### src/rtl/uart_pkg.sv
// Shared UART definitions: message sequencer state encoding and the default
// character width used by the UART test blocks.
package uart_pkg;

  localparam int UART_DATA_WIDTH = 8;

  typedef enum logic [2:0] {
    IDLE,
    SEND,
    WAIT,
    GAP,
    ECHO_SEND,
    ECHO_WAIT
  } msg_state_t;

endpackage

### src/rtl/uart_msg_seq.sv
// Message sequencer for UART bring-up: streams a fixed message into a
// byte-level transmitter, optionally repeating it with an idle gap, and
// optionally echoing a received byte between messages.
module uart_msg_seq
  import uart_pkg::*;
#(
  parameter int DATA_WIDTH = UART_DATA_WIDTH,
  parameter int MAX_LEN = 16,
  parameter logic [MAX_LEN*DATA_WIDTH-1:0] MSG = (MAX_LEN*DATA_WIDTH)'(40'h4F_4C_4C_45_48),
  parameter int GAP_CYCLES = 0,
  localparam int LW = $clog2(MAX_LEN + 1)
) (
  input  logic                  clk,
  input  logic                  reset_n,
  input  logic                  go,
  input  logic [LW-1:0]         msg_len,
  input  logic                  repeat_en,
  input  logic                  echo_en,
  input  logic                  rx_valid,
  input  logic [DATA_WIDTH-1:0] rx_data,
  output logic                  tx_start,
  output logic [DATA_WIDTH-1:0] tx_data,
  input  logic                  tx_done,
  output logic                  busy,
  output logic                  msg_done,
  output logic                  overrun
);

  localparam int GW = (GAP_CYCLES > 1) ? $clog2(GAP_CYCLES) : 1;
  localparam logic [GW-1:0] GAP_LAST = GW'((GAP_CYCLES > 0) ? GAP_CYCLES - 1 : 0);
  localparam logic [LW-1:0] MAX_LEN_W = LW'(MAX_LEN);
  localparam msg_state_t REPEAT_STATE = (GAP_CYCLES == 0) ? SEND : GAP;

  msg_state_t state, next_state;
  logic [LW-1:0] index, next_index, len, eff_len;
  logic [GW-1:0] gap_cnt;
  logic [DATA_WIDTH-1:0] echo_reg;
  logic echo_full, resume;
  logic accept_go, last_done, last_char, echo_take, echo_drop;

  function automatic logic [DATA_WIDTH-1:0] msg_char(input logic [LW-1:0] i);
    msg_char = MSG[int'(i)*DATA_WIDTH +: DATA_WIDTH];
  endfunction

  assign eff_len   = (msg_len > MAX_LEN_W) ? MAX_LEN_W : msg_len;
  assign last_char = (index == len - LW'(1));
  // The echo register can accept a new byte in the same cycle it hands its old one to the transmitter.
  assign echo_take = rx_valid && echo_en && (!echo_full || state == ECHO_SEND);
  assign echo_drop = rx_valid && echo_en && echo_full && (state != ECHO_SEND);

  // Next-state decode: echo has priority in IDLE, go is only honoured in IDLE.
  always_comb begin
    next_state = state;
    next_index = index;
    accept_go  = 1'b0;
    last_done  = 1'b0;
    case (state)
      IDLE: begin
        if (echo_full) begin
          next_state = ECHO_SEND;
        end else if (go && eff_len != '0) begin
          next_state = SEND;
          next_index = '0;
          accept_go  = 1'b1;
        end
      end
      SEND: next_state = WAIT;
      WAIT: begin
        if (tx_done) begin
          if (!last_char) begin
            next_index = index + LW'(1);
            next_state = SEND;
          end else begin
            last_done  = 1'b1;
            next_index = '0;
            if (echo_full)      next_state = ECHO_SEND;
            else if (repeat_en) next_state = REPEAT_STATE;
            else                next_state = IDLE;
          end
        end
      end
      GAP: begin
        if (!repeat_en)              next_state = IDLE;
        else if (gap_cnt == GAP_LAST) next_state = SEND;
      end
      ECHO_SEND: next_state = ECHO_WAIT;
      ECHO_WAIT: begin
        if (tx_done) next_state = (resume && repeat_en) ? REPEAT_STATE : IDLE;
      end
      default: next_state = IDLE;
    endcase
  end

  // State, character index, latched length, gap counter and repeat-resume flag.
  always_ff @(posedge clk or negedge reset_n) begin
    if (!reset_n) begin
      state   <= IDLE;
      index   <= '0;
      len     <= '0;
      gap_cnt <= '0;
      resume  <= 1'b0;
    end else begin
      state   <= next_state;
      index   <= next_index;
      gap_cnt <= (state == GAP) ? gap_cnt + GW'(1) : '0;
      if (accept_go) len <= eff_len;
      if (last_done)          resume <= repeat_en;
      else if (state == IDLE) resume <= 1'b0;
    end
  end

  // Single-entry echo holding register; empties when its byte is launched.
  always_ff @(posedge clk or negedge reset_n) begin
    if (!reset_n) begin
      echo_reg  <= '0;
      echo_full <= 1'b0;
    end else begin
      if (state == ECHO_SEND) echo_full <= 1'b0;
      if (echo_take) begin
        echo_reg  <= rx_data;
        echo_full <= 1'b1;
      end
    end
  end

  // Registered outputs derived from the upcoming state so they align with it.
  always_ff @(posedge clk or negedge reset_n) begin
    if (!reset_n) begin
      tx_start <= 1'b0;
      tx_data  <= '0;
      busy     <= 1'b0;
      msg_done <= 1'b0;
      overrun  <= 1'b0;
    end else begin
      tx_start <= (next_state == SEND) || (next_state == ECHO_SEND);
      if (next_state == SEND)           tx_data <= msg_char(next_index);
      else if (next_state == ECHO_SEND) tx_data <= echo_reg;
      busy     <= (next_state != IDLE);
      msg_done <= last_done;
      overrun  <= echo_drop;
    end
  end

endmodule
### config.mk
export PLATFORM = sky130hd
export DESIGN_NAME = uart_msg_seq
export DESIGN_NICKNAME = d
export VERILOG_FILES = /design/src/rtl/uart_pkg.sv /design/src/rtl/uart_msg_seq.sv
export SDC_FILE = /design/constraint.sdc
export NUM_CORES = 1
export LEC_CHECK = 0
export CELL_PAD_IN_SITES_DETAIL_PLACEMENT = 0
export CELL_PAD_IN_SITES_GLOBAL_PLACEMENT = 1
export CORE_UTILIZATION = 52
export DETAILED_ROUTE_END_ITERATION = 8
export DONT_BUFFER_PORTS = 1
export GPL_ROUTABILITY_DRIVEN = 1
export HOLD_SLACK_MARGIN = 0.06
export PLACE_DENSITY_LB_ADDON = 0.15
export SYNTH_ARGS = -nofsm -noshare
export SYNTH_HDL_FRONTEND = slang
export SYNTH_SLANG_ARGS = --single-unit
export TNS_END_PERCENT = 30
### constraint.sdc
create_clock -name clk -period 3.48 [get_ports clk]
set_input_delay 0.696 -clock clk [delete_from_list [all_inputs] [get_ports clk]]
set_output_delay 0.696 -clock clk [all_outputs]
set_load 0.005 [all_outputs]
# After elaboration in Yosys (flattened, before gate mapping)
# Index checks and enable logic that the tools add are counted.
[totals] ff_bits=36 in_bits=20 word_cells=71
[op_classes] add_sub_neg=3 magnitude_cmp=1 eq_ne=9 shifts=1 n_mux=30 n_reduce_logical=15
[op_table] operator="variable part select 128 x 9 -> 8 bit, first input constant" count=1
[op_table] operator="2-to-1 mux 5 bit" count=5
[op_table] operator="2-to-1 mux 3 bit" count=8
[op_table] operator="one-hot mux 3 bit (6 select lines)" count=1
[op_table] operator="2-to-1 mux 8 bit" count=2
[op_table] operator="2-to-1 mux 1 bit" count=13
[op_table] operator="one-hot mux 5 bit (2 select lines)" count=1
[op_table] operator="equality test 3 bit, second input constant" count=3
[op_table] operator="equality test 3 x 1 -> 1 bit, second input constant" count=2
[op_table] operator="equality test 3 x 2 -> 1 bit, second input constant" count=2
[op_table] operator="logical AND 1 bit" count=6
[op_table] operator="nonzero test 2 bit" count=3
[op_table] operator="adder 5 x 1 -> 5 bit, second input constant" count=1
[op_table] operator="equality test 5 bit" count=1
[op_table] operator="> comparator 5 bit, second input constant" count=1
[op_table] operator="nonzero test 5 bit" count=1
[op_table] operator="subtractor 5 x 1 -> 5 bit, second input constant" count=1
[op_table] operator="zero test 3 bit" count=1
[op_table] operator="!= test 3 bit, second input constant" count=1
[op_table] operator="nonzero test 3 bit" count=1
[op_table] operator="logical OR 1 bit" count=2
[op_table] operator="adder 1 bit, second input constant" count=1
[op_table] operator="zero test 1 bit" count=1

# Logic depth before layout (Yosys ltp)
[logic_depth] ltp_word=10 ltp_mapped=10 ltp_nobuf=9

# Worst setup path before layout
# OpenSTA, ideal clock, no wires.
[synth_timing] path_kind="input-to-reg" from="in msg_len[1]" to="reg tx_data[2]" t_arrival_ps=2110 required_ps=3407 path_slack_ps=1297 path_stages=7 cell_sequence="nor4_2 -> a211oi_4 -> nor2_2 -> o211ai_2 -> and2_1 -> a221o_1 -> a21oi_2"
[synth_via] elab_chain_cells=9 elab_cells_between_ends=15 classes_between="order compare (1); eq/ne (2); shift (1); mux (8); reduce/logical (3)"
[synth_rtl] item="start, declared" line_no="uart_msg_seq.sv:16" rtl="input logic [LW-1:0] msg_len,"
[synth_rtl] item="> comparator 5 bit" line_no="uart_msg_seq.sv:45" rtl="assign eff_len = (msg_len > MAX_LEN_W) ? MAX_LEN_W : msg_len;"
[synth_rtl] item="2-to-1 mux 5 bit (*)" line_no="uart_msg_seq.sv:45"
[synth_rtl] item="nonzero test 5 bit (*)" line_no="uart_msg_seq.sv:61" rtl="end else if (go && eff_len != '0) begin"
[synth_rtl] item="logical AND 1 bit (*)" line_no="uart_msg_seq.sv:61"
[synth_rtl] item="2-to-1 mux 3 bit (*)" line_no="uart_msg_seq.sv:61"
[synth_rtl] item="2-to-1 mux 3 bit (*)" line_no="uart_msg_seq.sv:59" rtl="if (echo_full) begin"
[synth_rtl] item="one-hot mux 3 bit (6 select lines) (*)" line_no="uart_msg_seq.sv:57" rtl="case (state)"
[synth_rtl] item="net next_state[0]" line_no="uart_msg_seq.sv:34" rtl="msg_state_t state, next_state;"
[synth_rtl] item="equality test 3 x 1 -> 1 bit / equality test 3 bit (equally long branches)" line_no="uart_msg_seq.sv:136, uart_msg_seq.sv:137"
[synth_rtl] item="2-to-1 mux 8 bit / nonzero test 2 bit (equally long branches)"
[synth_rtl] item="end signal, assigned" line_no="uart_msg_seq.sv:136" rtl="if (next_state == SEND) tx_data <= msg_char(next_index);"
[synth_rtl] item="end signal, assigned" line_no="uart_msg_seq.sv:137" rtl="else if (next_state == ECHO_SEND) tx_data <= echo_reg;"
[synth_rtl] item="end, declared" line_no="uart_msg_seq.sv:22" rtl="output logic [DATA_WIDTH-1:0] tx_data,"
# The timed path passes the listed nets; every way through them passes the cells marked *.
# A chain may end at the register's enable or synchronous reset.

# Worst setup path after layout
[layout_timing] from="reg len[0]" to="reg tx_data[2]"
[layout_via] elab_chain_cells=7 elab_cells_between_ends=13 classes_between="add/sub (1); eq/ne (3); shift (1); mux (7); reduce/logical (1)"
[layout_rtl] item="start, declared" line_no="uart_msg_seq.sv:35" rtl="logic [LW-1:0] index, next_index, len, eff_len;"
[layout_rtl] item="start signal, assigned" line_no="uart_msg_seq.sv:106" rtl="if (accept_go) len <= eff_len;"
[layout_rtl] item="subtractor 5 x 1 -> 5 bit (*)" line_no="uart_msg_seq.sv:46" rtl="assign last_char = (index == len - LW'(1));"
[layout_rtl] item="equality test 5 bit (*)" line_no="uart_msg_seq.sv:46"
[layout_rtl] item="2-to-1 mux 5 bit / 2-to-1 mux 3 bit (equally long branches)" line_no="uart_msg_seq.sv:70" rtl="if (!last_char) begin"
[layout_rtl] item="2-to-1 mux 5 bit / 2-to-1 mux 3 bit (equally long branches)" line_no="uart_msg_seq.sv:69" rtl="if (tx_done) begin"
[layout_rtl] item="one-hot mux 5 bit (2 select lines) / one-hot mux 3 bit (6 select lines) (equally long branches)" line_no="uart_msg_seq.sv:57"
[layout_rtl] item="variable part select 128 x 9 -> 8 bit (tied with other cells)" line_no="uart_msg_seq.sv:42" rtl="msg_char = MSG[int'(i)*DATA_WIDTH +: DATA_WIDTH];"
[layout_rtl] item="2-to-1 mux 8 bit / nonzero test 2 bit (equally long branches)"
# Every way passes the cells marked *; elsewhere a longest branch is shown, timed or not.

==> results.sh <==
export IMPL_status="completed"
export IMPL_area_growth_pct=4.80
export IMPL_yosysWarnings=0
export IMPL_ir_drop_v=0.000504
export IMPL_cp_max_fo=11
export IMPL_reg2reg_slack_ns=0.87
export IMPL_coreArea_um2=3470
export IMPL_post_cts_resized=0
export IMPL_grt_pass1_vias=1406
export IMPL_crit_chain="inv_1 -> ha_1 -> nor4bb_1 -> o211a_1 -> o211a_2 -> a41o_1 -> a21oi_2 -> a221o_1 -> a21oi_2"
export IMPL_clock_latency_ns=0.28
export IMPL_worstSetupStartpointType="register"
export IMPL_ys_seq_elements=36
export IMPL_end_kind="register"
export IMPL_synth_area_um2=1960
export IMPL_die_area_um2=4010
export IMPL_ctsLongestPathBuffers=2
export IMPL_synth_edff_count=0
export IMPL_gr_usage_all_layers=0.224
export IMPL_rows=21
export IMPL_ys_seq_area_frac=0.460
export IMPL_p_per_area_nw_per_um2=895
export IMPL_numClockSinks=36
export IMPL_vias_per_cell=6.01
export IMPL_timing_critical_path_mode_cell="a21oi_2"
export IMPL_htreeDepth=2
export IMPL_drc=0
export IMPL_fin_nets=215
export IMPL_yosysTopAreaCell="dfrtp_1"
export IMPL_syn_area_per_cell_um2=10.1
export IMPL_grt_overflow=0
export IMPL_ff2ff_path_depth=9
export IMPL_drv_slew=0
export IMPL_critPathMaxStageDelay_ns=0.45
export IMPL_cp_top_family="compound AO/OA/AOI/OAI gates"
export IMPL_slew_headroom=0.516
export IMPL_n_antenna_cell=0
export IMPL_yosysUniqueCellTypes=56
export IMPL_grt_max_degree=37
export IMPL_critical_path_required_ns=3.70
export IMPL_first_pass_iters=4
export IMPL_final_common_cell="dfrtp_1"
export IMPL_final_cell_mix="36 x dfrtp_1, 16 x nand2_1, 14 x nor2_1, 12 x inv_1, 12 x o21ai_0"
export IMPL_grt_pass1_wl_um=6910
export IMPL_async_flop_share=1.00
export IMPL_power_mw=1.84
export IMPL_yosysTopAreaCellShare=0.460
export IMPL_r2r_start="len[0]$_DFFE_PN0P_"
export IMPL_n_fill_cell=324
export IMPL_floorplan_initialDensity=0.564
export IMPL_worst_pin_slew_ns=0.724
export IMPL_drt_iter0_drc=40
export IMPL_crit_buf_inv=1
export IMPL_antenna_found_initial=0
export IMPL_finalHoldViolations=0
export IMPL_r2r_end="tx_data[2]$_DFFE_PN0P_"
export IMPL_arrival_ns=2.83
export IMPL_place_congestion=0.933
export IMPL_cpMaxStageDelayCell="a41o_1"
export IMPL_max_freq_mhz=383
export IMPL_ys_flop_type="dfrtp_1"
export IMPL_post_cts_buffers=0
export IMPL_min_period_ns=2.61
export IMPL_die_y_um=63.3
export IMPL_fin_setup_tns_ns=0
export IMPL_num_vias=1442
export IMPL_path_clk_slew_ns=0.07
export IMPL_min_path_type="in2async"
export IMPL_rsz0062_at_grt="no"
export IMPL_worstSetupPathType="reg2reg"
export IMPL_wirelength_um=3950
export IMPL_postRouteAntennaNets=0
export IMPL_cts_root_buf="clkbuf_8"
export IMPL_die_width_um=63.3
export IMPL_fin_crit_sh=0.751
export IMPL_netlist_instances=194
export IMPL_fin_skew_ns=0.00293
export IMPL_syn_nets=216
export IMPL_numCtsBuffers=5
export IMPL_finalSetupViolCount=0
export IMPL_drv_cap=0
export IMPL_boundaryPins=32
export IMPL_cts_tree="built"
export IMPL_drive_gt1_frac=0.155
export IMPL_p_leak_nw=0.910
export IMPL_yosys_top_cells_area="dfrtp_1 46%, mux2_2 5.2%, o21ai_0 3.1%"
export IMPL_wire_per_inst_um=16.5
export IMPL_io_buffers=0
export IMPL_hpwl_um=2960
export IMPL_cts_hold_buf=0
where the power goes:
group          internal (mW)  total (mW)  leakage [nW]  switching [mW]
sequential             0.587       0.750         0.452           0.163
combinational          0.351       0.779         0.414           0.429
clock                  0.161       0.306        0.0445           0.145
cell type report:
cell class	instances	area [um^2]	share of cell area
clock buffer	7	86.3	0.0421
clock inverter	1	7.51	0.00366
inverter	12	45.0	0.0220
multi-input combinational	138	953	0.465
sequential	36	901	0.439
tap	46	57.6	0.0281
how the worst max path moves through the flow:
stage / depth (start not counted) / endpoint / slack, ns / start
2_1_floorplan: 7 / tx_data[2]$_DFFE_PN0P_ / 1.30 / msg_len[1]
3_3_place_gp: 9 / tx_data[2]$_DFFE_PN0P_ / 0.93 / len[0]$_DFFE_PN0P_
3_5_place_dp: 9 / tx_data[2]$_DFFE_PN0P_ / 0.87 / len[0]$_DFFE_PN0P_
4_1_cts: 9 / tx_data[2]$_DFFE_PN0P_ / 0.86 / len[0]$_DFFE_PN0P_
5_1_grt: 9 / tx_data[2]$_DFFE_PN0P_ / 0.62 / len[0]$_DFFE_PN0P_
6_report: 9 / tx_data[2]$_DFFE_PN0P_ / 0.87 / len[0]$_DFFE_PN0P_
cells in the mapped netlist (2+ instances only):
cell type,n
xor2_1,5
buf_6,2
mux2_2,9
a21o_1,2
a21oi_2,2
o21ai_1,2
nor3b_1,2
nand2b_1,4
a221oi_1,2
o211a_1,3
xnor2_1,3
inv_1,12
nand2_1,16
and2b_1,2
nor3_1,5
ha_1,2
dfrtp_1,36
o211ai_1,2
a31o_2,2
clkbuf_1,2
a22o_1,2
buf_4,3
nand3_1,6
nor2_1,14
o21ai_0,12
a21oi_1,6
nand4_1,3
and3_1,2
a22oi_1,4
per-stage QoR:
| stage | instance area, um^2 | hold WS [ns] | cells | setup WS (ns) | util |
|---|---|---|---|---|---|
| after CTS | 2050 | 0.0920 | 240 | 0.859 | 0.591 |
| after floorplan | 1960 | 0.400 | 194 | 1.30 | - |
| after global placement | 1960 | 0.401 | 232 | 0.933 | 0.564 |
| final | 2050 | 0.0986 | 240 | 0.866 | 0.591 |
| after global routing | 2050 | 0.0816 | 240 | 0.615 | 0.591 |
| after detailed placement | 1960 | 0.401 | 232 | 0.871 | 0.564 |
metal layers:
| layer | vias to the layer above | wire length [um] | global-route usage |
|---|---|---|---|
| met3 | 7 | 194 | 0.0562 |
| met5 | - | 0 | 0 |
| met1 | 696 | 1800 | 0.303 |
| met4 | 0 | 49 | 0.0682 |
| met2 | 39 | 1900 | 0.354 |
| li1 | 700 | - | - |
cell families (layout without fill, tap and decap cells):
group | after synthesis | in the layout | share of synthesized area
xor+xnor | 8 | 8 | 0.0358
buf+inv | 20 | 20 | 0.0524
mux | 10 | 10 | 0.0569
fa+ha+maj | 2 | 2 | 0.0128
flops | 36 | 36 | 0.460
compound gates | 54 | 54 | 0.208
simple gates | 64 | 64 | 0.174
Note: power is estimated with default switching activity, not from simulation.
==> RTL change 1: new RTL, same settings <==
The parameter `MAX_LEN` goes from 16 to 8.
--- a/src/rtl/uart_msg_seq.sv
+++ b/src/rtl/uart_msg_seq.sv
@@ -5,7 +5,7 @@
   import uart_pkg::*;
 #(
   parameter int DATA_WIDTH = UART_DATA_WIDTH,
-  parameter int MAX_LEN = 16,
+  parameter int MAX_LEN = 8,
   parameter logic [MAX_LEN*DATA_WIDTH-1:0] MSG = (MAX_LEN*DATA_WIDTH)'(40'h4F_4C_4C_45_48),
   parameter int GAP_CYCLES = 0,
   localparam int LW = $clog2(MAX_LEN + 1)
Interface: changed (resized msg_len); port bits go from 32 to 31. The function was not compared with the original's and may differ.
==> RTL change 1 against the original RTL <==
  * Clock power shrank 25%
  * Sequential cell count down 2
  * Worst setup slack lost 0.16 ns
  * Final cell count decreased by 6.3%
  * Wire length decreased by 8.1%
  * Non-clock buffer count rose by 2
  * Clock skew increased by 0.012 ns
  * Global-route usage down 0.36 points
  * Synthesized area fell by 6.8%
  * Synthesized cell count shrank 8.2%
  * Total power grew 12%
  * Cell area decreased by 6.7%
  * Critical endpoint is now tx_data[0]
  * Largest cell class unchanged
==> RTL change 1: results <==
group,metric,value,unit
status,status,"complete, no violations",
setup_path,critical_path_arrival,3.00,ns
drt,wl_met3,175,um
synthesis,synth_area_leaders,"dfrtp_1 47%, mux2_2 5.6%, o21ai_0 3.8%, nand2_1 3.3%, xnor2_1 2.9%",
layout,non_clock_inverter_count,9,
grt,grt_use_met3,7.353,%
placement,dp_cells,216,
setup_path,slowest_delay,0.53,ns
layout,sh_seq_area,44.44,%
synthesis,seq_area_frac_synth,46.67,%
layout,multi_input_area_share,46.21,%
pwr,pwr-share-seq,37.3,%
grt,grt_pass1_vias,1238,
layout,bufAreaShareNonClock,1.438,%
pwr,power.density,1069,nW/um^2
pwr,internal_power,1.150,mW
layout,drive_gt1_share,15.08,%
timing,slew_headroom,53.65,%
setup_path,crit_fanout,10,
grt,use_met1,28.44,%
setup_path,cpMaxStageDelayCell,"a311o_1",
placement,dpl.hpwl,2666,um
synthesis,synth_seq_cells,34,
grt,grt_pass1_wl,5837,um
pwr,ir_drop,0.0005445,V
synthesis,synthAdderAreaFrac,1.373,%
pwr,clock_power_share,11.2,%
## RTL change 1: cell count changes after synthesis, sizes merged, moves of 4 or more
cell / change
nand3: -4
inv: -4
nor2: -8
o211a: -4
o21a: +5
## RTL change 1: metrics by stage
step           util, %  cell area [um^2]
2_1_floorplan        -              1823
3_3_place_gp     54.97              1834
3_5_place_dp     54.97              1834
4_1_cts          57.37              1914
5_1_grt          57.37              1914
6_report         57.37              1914
## RTL change 1: final timing paths
path | to | slack (ns) | depth (start not counted)
max | tx_data[0] | 0.71 | 9
min | resume | 0.17 | 1
min in group clk | gap_cnt | 0.44 | 1
max reg2reg | tx_data[0] | 0.71 | 9
max in group asynchronous | echo_reg[2] | 3.11 | 1
min reg2reg | gap_cnt | 0.44 | 1
## RTL change 1: what timing repair did
item	4_1_cts	5_1_grt
hold endpoints to repair	34	0
endpoints found under the setup margin	0	0
gates resized for setup	0	0
hold buffers	1	0
==> RTL change 2: new RTL, config.mk and constraints unchanged <==
Made on the original files. Make the reset (`reset_n`) synchronous in 3 clocked blocks.
--- a/src/rtl/uart_msg_seq.sv
+++ b/src/rtl/uart_msg_seq.sv
@@ -92,7 +92,7 @@
   end
 
   // State, character index, latched length, gap counter and repeat-resume flag.
-  always_ff @(posedge clk or negedge reset_n) begin
+  always_ff @(posedge clk) begin
     if (!reset_n) begin
       state   <= IDLE;
       index   <= '0;
@@ -110,7 +110,7 @@
   end
 
   // Single-entry echo holding register; empties when its byte is launched.
-  always_ff @(posedge clk or negedge reset_n) begin
+  always_ff @(posedge clk) begin
     if (!reset_n) begin
       echo_reg  <= '0;
       echo_full <= 1'b0;
@@ -124,7 +124,7 @@
   end
 
   // Registered outputs derived from the upcoming state so they align with it.
-  always_ff @(posedge clk or negedge reset_n) begin
+  always_ff @(posedge clk) begin
     if (!reset_n) begin
       tx_start <= 1'b0;
       tx_data  <= '0;
Check against the original RTL: differs if reset_n is asserted again (counterexample within 4 cycles, from zero or initial values and one cycle with reset_n low); with reset_n held inactive, the same outputs for 10 cycles.
==> RTL change 2 against the original RTL <==
  * Wire length down 5.8%
  * First-iteration DRC count grew 57%
  * Sequential cell count unchanged
  * Via count increased by 0.28%
  * Clock skew is 0.0044 ns higher
  * Highest routed layer unchanged
  * Worst setup slack worse by 0.42 ns
  * Synthesized area is 7.9% lower
  * Cell area decreased by 6.5%
Power is not compared: it rests on default switching activity, and its combinational part moved more than twofold at a synthesized area within 25%.
==> RTL change 2: results <==
group,metric,value,unit
drt,drtIter0Drc,63,
timing,skew,0.007318,ns
drt,wirelength,3720,um
layout,final-clk-cell-share,4.961,%
setup_path,path_class,"reg -> reg",
synthesis,synthXorXnorAreaFrac,3.400,%
grt,grt_pass1_vias,1389,
synthesis,netlist_top_cells_count,"36 x dfxtp_1, 33 x nor2_1, 13 x mux2i_1",
layout,design_area,1917,um^2
synthesis,syn_area,1803,um^2
drt,wl_per_cell,15.00,um
grt,grt.total_usage,22.65,%
layout,sh_seq_area,37.60,%
drt,first_pass_iters,4,
layout,multi_input_area,1002,um^2
placement,pre_cts_slack,0.4581,ns
setup_path,crit_fanout,16,
clock_network,clkTransAtPathRegs,0.11,ns
layout,nClkBuffers,7,
layout,drive_gt1_share,8.416,%
layout,bufAreaShareNonClock,0,%
synthesis,synth_cell_types,46,
synthesis,async_flop_share,0,%
synthesis,ys.warnings.count,0,
layout,non_clock_inverter_count,11,
layout,n_antenna_cell,0,
synthesis,seq_area_frac_synth,39.97,%
clock_network,root_buffer,"clkbuf_4",
placement,routabilityCongestion,0.8035,
grt,grt_pass1_wl,6072,um
setup_path,slowest_delay,0.53,ns
pwr,ir_drop,0.0002726,V
setup_path,rr_startpoint,"len[0]",
clock_network,clock_latency,0.34,ns
hold_path,hp-class,"reg -> reg",
placement,dp_cells,240,
status,status,"complete, no violations",
drt,vias_per_cell,5.831,
synthesis,synth_area_leaders,"dfxtp_1 40%, mux2i_1 7.2%, nor2_1 6.9%, o211a_1 3.3%, o22ai_1 3.1%",
synthesis,avgSynthCellArea,8.926,um^2
setup_path,cpMaxStageDelayCell,"and3b_1",
clock_network,cts_buffers,5,
setup_path,critical-path-top-delay-family,"compound AO/OA/AOI/OAI gates",
clock_network,clockBufferDepth,2,
grt,grt_max_degree,28,
layout,num-multi-input-gates,147,
placement,dpl.hpwl,2700,um
synthesis,synth.mux.area_fraction,7.217,%
grt,antenna_found_initial,0,
synthesis,ys.flop_type,"dfxtp_1",
synthesis,synthAdderAreaFrac,1.388,%
placement,placed_cell_area,1822,um^2
clock_network,hold_buffers,0,
timing,slew_headroom,39.58,%
synthesis,synth_compound_area_share,20.06,%
layout,layout.nets,223,
layout,nNonClkBuffers,0,
[RTL change 2: changes by cell type after synthesis, sizes merged, moves of 5 or more]
cell   before  now
dfrtp      36    0
dfxtp       0   36
o22ai       1    9
mux2        9    0
nor2       15   33
o21ai      14    2
nand3       6    1
and2        1    6
mux2i       1   13
[RTL change 2: where the power goes]
part	internal (mW)	switching, mW	leakage [nW]
registers	0.444	0.0302	0.293
clock network	0.191	0.147	0.0515
logic	0.0790	0.0972	0.433
[RTL change 2: metal layers]
metal	routed length (um)	global-route usage (%)	up-vias
li1	-	-	717
met3	215	8.102	8
met2	1756	38.30	40
met5	0	0	-
met1	1674	26.61	681
met4	73	7.792	0
[RTL change 2: worst paths after layout]
path | to | cells past startpoint | slack, ns
hold / removal | gap_cnt | 1 | 0.44
setup / recovery | tx_data[3] | 10 | 0.44
hold reg to reg | gap_cnt | 1 | 0.44
setup reg to reg | tx_data[3] | 10 | 0.44
